$ cat config.mk
export PLATFORM = sky130hd
export DESIGN_NAME = interrupt_controller
export DESIGN_NICKNAME = d
export VERILOG_FILES = /design/src/rtl/interrupt_controller.sv
export SDC_FILE = /design/constraint.sdc
export NUM_CORES = 1
export LEC_CHECK = 0
export CAP_MARGIN = 10
export CORE_ASPECT_RATIO = 1.1
export CORE_MARGIN = 2
export CORE_UTILIZATION = 45
export DETAILED_ROUTE_END_ITERATION = 12
export GPL_ROUTABILITY_DRIVEN = 0
export MAX_ROUTING_LAYER = met4
export PLACE_DENSITY = 0.76
export SLEW_MARGIN = 20
export SYNTH_ARGS = -nofsm -noshare
export SYNTH_HDL_FRONTEND = slang
export SYNTH_SLANG_ARGS = --single-unit
export TNS_END_PERCENT = 5
$ cat constraint.sdc
create_clock -name clk_i -period 1.4 [get_ports clk_i]
set_clock_uncertainty 0.05 [all_clocks]
set_input_delay 0.28 -clock clk_i [delete_from_list [all_inputs] [get_ports clk_i]]
set_output_delay 0.28 -clock clk_i [all_outputs]
set_load 0.02 [all_outputs]
$ cat src/rtl/interrupt_controller.sv
// Multi-channel interrupt controller: synchronised level/edge latching, mask, fixed priority (lowest index wins).
// Latency: 4 edges from the first edge that samples irq_in to irq_req. Holds a single request until ack, then no new request until done.
module interrupt_controller #(
    parameter int                 NUM_CH     = 4,
    parameter int                 DATA_W     = 8,
    parameter logic [DATA_W-1:0]  VEC_BASE   = 8'hF0,
    parameter int                 VEC_STRIDE = 4,
    localparam int                CH_W       = $clog2(NUM_CH)
) (
    input  logic              clk_i,
    input  logic              reset_i,
    input  logic [NUM_CH-1:0] irq_in_i,
    input  logic              mask_wr_i,
    input  logic [NUM_CH-1:0] mask_data_i,
    input  logic              mode_wr_i,
    input  logic [NUM_CH-1:0] mode_data_i,
    input  logic              irq_ack_i,
    input  logic              irq_done_i,
    output logic              irq_req_o,
    output logic [DATA_W-1:0] irq_vector_o,
    output logic [CH_W-1:0]   active_ch_o,
    output logic              busy_o,
    output logic [NUM_CH-1:0] pending_o
);

    typedef enum logic [1:0] {
        ST_IDLE,
        ST_REQ,
        ST_SERVICE
    } state_t;

    state_t              state_q, state_d;
    logic [NUM_CH-1:0]   s1_q, s2_q, s3_q;
    logic [NUM_CH-1:0]   pending_q, pending_d;
    logic [NUM_CH-1:0]   mask_q, mode_q;
    logic [DATA_W-1:0]   vec_q, vec_d;
    logic [CH_W-1:0]     ch_q, ch_d;
    logic [NUM_CH-1:0]   eligible;
    logic [CH_W-1:0]     winner;
    logic [DATA_W-1:0]   vec_calc;
    logic                ack_take;

    always_ff @(posedge clk_i or posedge reset_i) begin
        if (reset_i) begin
            s1_q      <= '0;
            s2_q      <= '0;
            s3_q      <= '0;
            pending_q <= '0;
            mask_q    <= '1;
            mode_q    <= '0;
            state_q   <= ST_IDLE;
            vec_q     <= '0;
            ch_q      <= '0;
        end else begin
            s1_q      <= irq_in_i;
            s2_q      <= s1_q;
            s3_q      <= s2_q;
            pending_q <= pending_d;
            state_q   <= state_d;
            vec_q     <= vec_d;
            ch_q      <= ch_d;
            if (mask_wr_i) mask_q <= mask_data_i;
            if (mode_wr_i) mode_q <= mode_data_i;
        end
    end

    assign ack_take = (state_q == ST_REQ) && irq_ack_i;

    // Edge channels hold until acknowledged; a new rising edge wins over a same-cycle ack.
    always_comb begin
        pending_d = pending_q;
        for (int i = 0; i < NUM_CH; i++) begin
            if (mode_q[i]) begin
                if (ack_take && (ch_q == CH_W'(i))) pending_d[i] = 1'b0;
                if (s2_q[i] && !s3_q[i])            pending_d[i] = 1'b1;
            end else begin
                pending_d[i] = s2_q[i];
            end
        end
    end

    assign eligible = pending_q & ~mask_q;

    always_comb begin
        winner = '0;
        for (int i = NUM_CH - 1; i >= 0; i--) begin
            if (eligible[i]) winner = CH_W'(i);
        end
    end

    assign vec_calc = VEC_BASE + DATA_W'(VEC_STRIDE) * DATA_W'(winner);

    always_comb begin
        state_d = state_q;
        vec_d   = vec_q;
        ch_d    = ch_q;
        case (state_q)
            ST_IDLE: begin
                if (|eligible) begin
                    ch_d    = winner;
                    vec_d   = vec_calc;
                    state_d = ST_REQ;
                end
            end
            ST_REQ: begin
                if (irq_ack_i) state_d = ST_SERVICE;
            end
            ST_SERVICE: begin
                if (irq_done_i) state_d = ST_IDLE;
            end
            default: state_d = ST_IDLE;
        endcase
    end

    assign irq_req_o    = (state_q == ST_REQ);
    assign busy_o       = (state_q != ST_IDLE);
    assign irq_vector_o = vec_q;
    assign active_ch_o  = ch_q;
    assign pending_o    = pending_q;

endmodule

==> results of run 1 <==
Yosys cell counts:
library cell	n
sky130_fd_sc_hd__inv_1	5
sky130_fd_sc_hd__dfrtp_1	25
sky130_fd_sc_hd__o311ai_0	2
sky130_fd_sc_hd__a21o_1	1
sky130_fd_sc_hd__a32o_1	2
sky130_fd_sc_hd__nand2b_1	3
sky130_fd_sc_hd__o21ai_0	3
sky130_fd_sc_hd__or2b_1	1
sky130_fd_sc_hd__dfstp_2	4
sky130_fd_sc_hd__a22oi_1	1
sky130_fd_sc_hd__buf_4	7
sky130_fd_sc_hd__or3_1	2
sky130_fd_sc_hd__nor2_1	1
sky130_fd_sc_hd__o21a_1	1
sky130_fd_sc_hd__mux2_2	8
sky130_fd_sc_hd__nand3b_4	1
sky130_fd_sc_hd__o41ai_1	1
sky130_fd_sc_hd__nor2b_1	4
sky130_fd_sc_hd__conb_1	1
sky130_fd_sc_hd__nand2_1	8
sky130_fd_sc_hd__o21ai_1	1
sky130_fd_sc_hd__a21oi_1	1
kinds of logic (layout without fill, tap and decap cells):
family,Yosys count,in the layout,share of synthesized area
flip-flops,29,29,0.660
other,1,2,0.00339
multiplexers,8,8,0.0814
AO/OA/AOI/OAI,13,13,0.0847
buffers and inverters,12,48,0.0644
AND/OR/NAND/NOR,20,20,0.106
worst reg2reg max path, stage by stage, from the launching register on:
cell and delay, ns:
sky130_fd_sc_hd__dfrtp_1 0.38, sky130_fd_sc_hd__buf_4 0.14, sky130_fd_sc_hd__nand3b_4 0.16, sky130_fd_sc_hd__or3_1 0.32, sky130_fd_sc_hd__a32o_1 0.27
final cells by class:
cell class | count | area share
Multi-Input combinational cell | 43 | 0.215
Clock buffer | 7 | 0.0441
Sequential cell | 29 | 0.496
Tap cell | 30 | 0.0255
Inverter | 5 | 0.0127
Timing Repair Buffer | 35 | 0.204
Clock inverter | 1 | 0.00340
sequential cells by signal, summed over array words and instances, names as in the netlist:
| register | cells |
|---|---|
| active_ch_o | 1 |
| irq_vector_o | 2 |
| mask_q | 4 |
| mode_q | 4 |
| pending_o | 4 |
| s1_q | 4 |
| s2_q | 4 |
| s3_q | 4 |
| state_q | 2 |
through the flow:
stage | power (mW) | std cells | TNS, ns | utilization
after global placement | 1.87 | 142 | -0.905 | 0.631
final | 2.36 | 150 | -0.193 | 0.642
after CTS | 2.43 | 150 | -0.256 | 0.662
after floorplan | 1.51 | 84 | 0 | -
after detailed placement | 1.89 | 142 | -1.04 | 0.631
after global routing | 2.51 | 150 | -0.427 | 0.642
final timing paths:
check                           start           end
min in group clk_i            s1_q[2]       s2_q[2]
max                        state_q[1]        busy_o
min reg2reg                   s1_q[2]       s2_q[2]
max reg2reg                state_q[1]  pending_o[2]
max in group asynchronous     reset_i     mask_q[3]
min                           reset_i       s2_q[2]
power breakdown:
| group | total, mW | internal [mW] | switching (mW) |
|---|---|---|---|
| combinational | 0.737 | 0.346 | 0.391 |
| sequential | 1.06 | 0.963 | 0.0957 |
| clock | 0.564 | 0.290 | 0.274 |
| total | 2.36 | 1.60 | 0.760 |
what timing repair did:
action                                  CTS  global route
pin swaps                                 1             0
resized for setup                        39            11
endpoints found under the setup margin   16            16
per-layer routing:
layer | vias up | wire, um | global-route usage | part of all wire
met4 | 0 | 38 | 0.0789 | 0.020
met1 | 356 | 748 | 0.183 | 0.40
met3 | 5 | 140 | 0.0726 | 0.075
met2 | 26 | 948 | 0.252 | 0.51
li1 | 343 | - | - | -
met5 | - | 0 | - | 0
==> impl_metrics.py, run 1 <==
metrics = {
    "sta": {
        "report.final.setup_viol": 3,
        "post-route-period-util": 1.06,
        "grt_setup_unrepaired": "true",
        "timing.final.ws_setup_ns": -0.0865,
        "finalHoldViolCount": 0,
        "worst_hold_slack_ns": 0.220,
        "clock.fmax_ghz": 0.673,
        "slew_viol_final": 0,
        "min_period_ns": 1.49,
    },
    "setup_path": {
        "crit_chain": "buf_4, nor2_1, inv_1, buf_2",
        "worst_path_depth": 4,
        "critPathSlowestCell": "sky130_fd_sc_hd__dfrtp_1",
        "timing.critical_path.slowest_cell_delay_ns": 0.38,
        "critical_path_buf_inv_count": 3,
        "timing.reg2reg.setup_slack_ns": -0.02,
        "cp_max_fo": 3,
        "critical_path_class": "flip-flop to output port",
        "timing.reg2reg.worst_path_depth": 4,
        "path_delay_family": "flip-flops",
        "critPathRequiredTime_ns": 1.07,
        "worst-endpoint-arrival_ns": 1.16,
        "worst_setup_path_start_kind": "flip-flop",
        "worst_setup_path_end_kind": "output port",
    },
    "synth": {
        "synth-seq-area-share": 0.660,
        "post-synth-top-area-fraction": 0.565,
        "yosys-top-cells-area": "sky130_fd_sc_hd__dfrtp_1, sky130_fd_sc_hd__dfstp_2, sky130_fd_sc_hd__mux2_2",
        "synth.yosys.warnings": 0,
        "netlist.top_cell.by_area": "sky130_fd_sc_hd__dfrtp_1",
        "synth-seq-cells": 29,
        "post_synth_num_cell_types": 22,
        "avgSynthCellArea_um2": 13.3,
        "synthesis.area_um2": 1110,
        "postSynthCellCount": 83,
    },
    "floorplan": {
        "die_area_um2": 2870,
        "chipHeight_um": 56.0,
        "rows": 18,
        "coreArea_um2": 2300,
        "io-pin-count": 34,
        "initial_utilization": 0.482,
        "die_width_um": 51.3,
    },
    "final_layout": {
        "drive_above_1_share": 0.325,
        "finalInstanceArea_um2": 1470,
        "area_growth_syn_to_layout_pct": 33.1,
        "mostFrequentLayoutCells": "sky130_fd_sc_hd__dfrtp_1, sky130_fd_sc_hd__clkdlybuf4s50_1, sky130_fd_sc_hd__mux2_2, sky130_fd_sc_hd__nand2_1, sky130_fd_sc_hd__clkbuf_2",
        "seqCellArea_um2": 731,
        "multiInputGateArea_um2": 317,
        "antenna_cells": 0,
        "design.final.nets": 137,
        "layout_commonest_cell": "sky130_fd_sc_hd__dfrtp_1",
        "fillerInstances": 198,
    },
    "grt": {
        "first_global_vias": 732,
        "grt_usage": 0.165,
        "grt_first_pass_wirelength_mm": 3.23,
        "grt_max_degree": 30,
        "grt_remaining_overflow": 0,
        "antenna_found_initial": 0,
    },
    "status": {
        "result_of_the_run": "finished with violations",
        "failed_checks": "negative setup slack",
    },
    "cts": {
        "tritoncts.num_buffers": 5,
        "clkLatencyLatePin_ns": 0.33,
        "numClockSinks": 29,
        "post_cts.repair.setup_buffers": 0,
        "cts_root_buffer": "sky130_fd_sc_hd__clkbuf_4",
        "clk_pin_slew_worst_setup_hold_paths_ns": 0.09,
        "ctsLongestPathBuffers": 2,
        "postCtsHoldBufs": 0,
        "cts_tree": "done",
        "htree_num_levels": 2,
    },
    "pwr": {
        "peakVddDrop_v": 0.00106,
        "static-leakage-power_nw": 0.679,
        "power-per-cell-area_nw_per_um2": 1600,
    },
    "detailed_routing": {
        "detailedRoute.firstPassIterationCount": 4,
        "avgRoutedWirePerCell_um": 12.5,
        "detail_route.drc_violations": 0,
        "dr.first_iter.drc_count": 17,
        "drtAntennaViolNets": 0,
        "drt_wl_total_mm": 1.88,
        "via_count": 730,
        "detail_route.vias_per_cell": 4.87,
    },
    "min_path": {
        "min_path_type": "input pin to async pin",
    },
    "placement": {
        "place_ws_ns": -0.268,
        "placedInstanceArea_um2": 1450,
        "io_buffers": 31,
    },
    "job": {
        "maxCapViolCount": 0,
    },
}
Power figures use the tool's default switching activity.
==> run 2, diff against run 1 <==
--- a/config.mk
+++ b/config.mk
@@ -13,7 +13,6 @@
 export GPL_ROUTABILITY_DRIVEN = 0
 export MAX_ROUTING_LAYER = met4
 export PLACE_DENSITY = 0.76
-export SLEW_MARGIN = 20
 export SYNTH_ARGS = -nofsm -noshare
 export SYNTH_HDL_FRONTEND = slang
 export SYNTH_SLANG_ARGS = --single-unit
==> results of run 2 <==
Final layout, timing and power as in run 1 (identical DEF).
==> run 3, diff against run 2 <==
--- a/config.mk
+++ b/config.mk
@@ -13,6 +13,7 @@
 export GPL_ROUTABILITY_DRIVEN = 0
 export MAX_ROUTING_LAYER = met4
 export PLACE_DENSITY = 0.76
+export SLEW_MARGIN = 40
 export SYNTH_ARGS = -nofsm -noshare
 export SYNTH_HDL_FRONTEND = slang
 export SYNTH_SLANG_ARGS = --single-unit
==> results of run 3 <==
Final layout, timing and power as in run 1 (identical DEF).
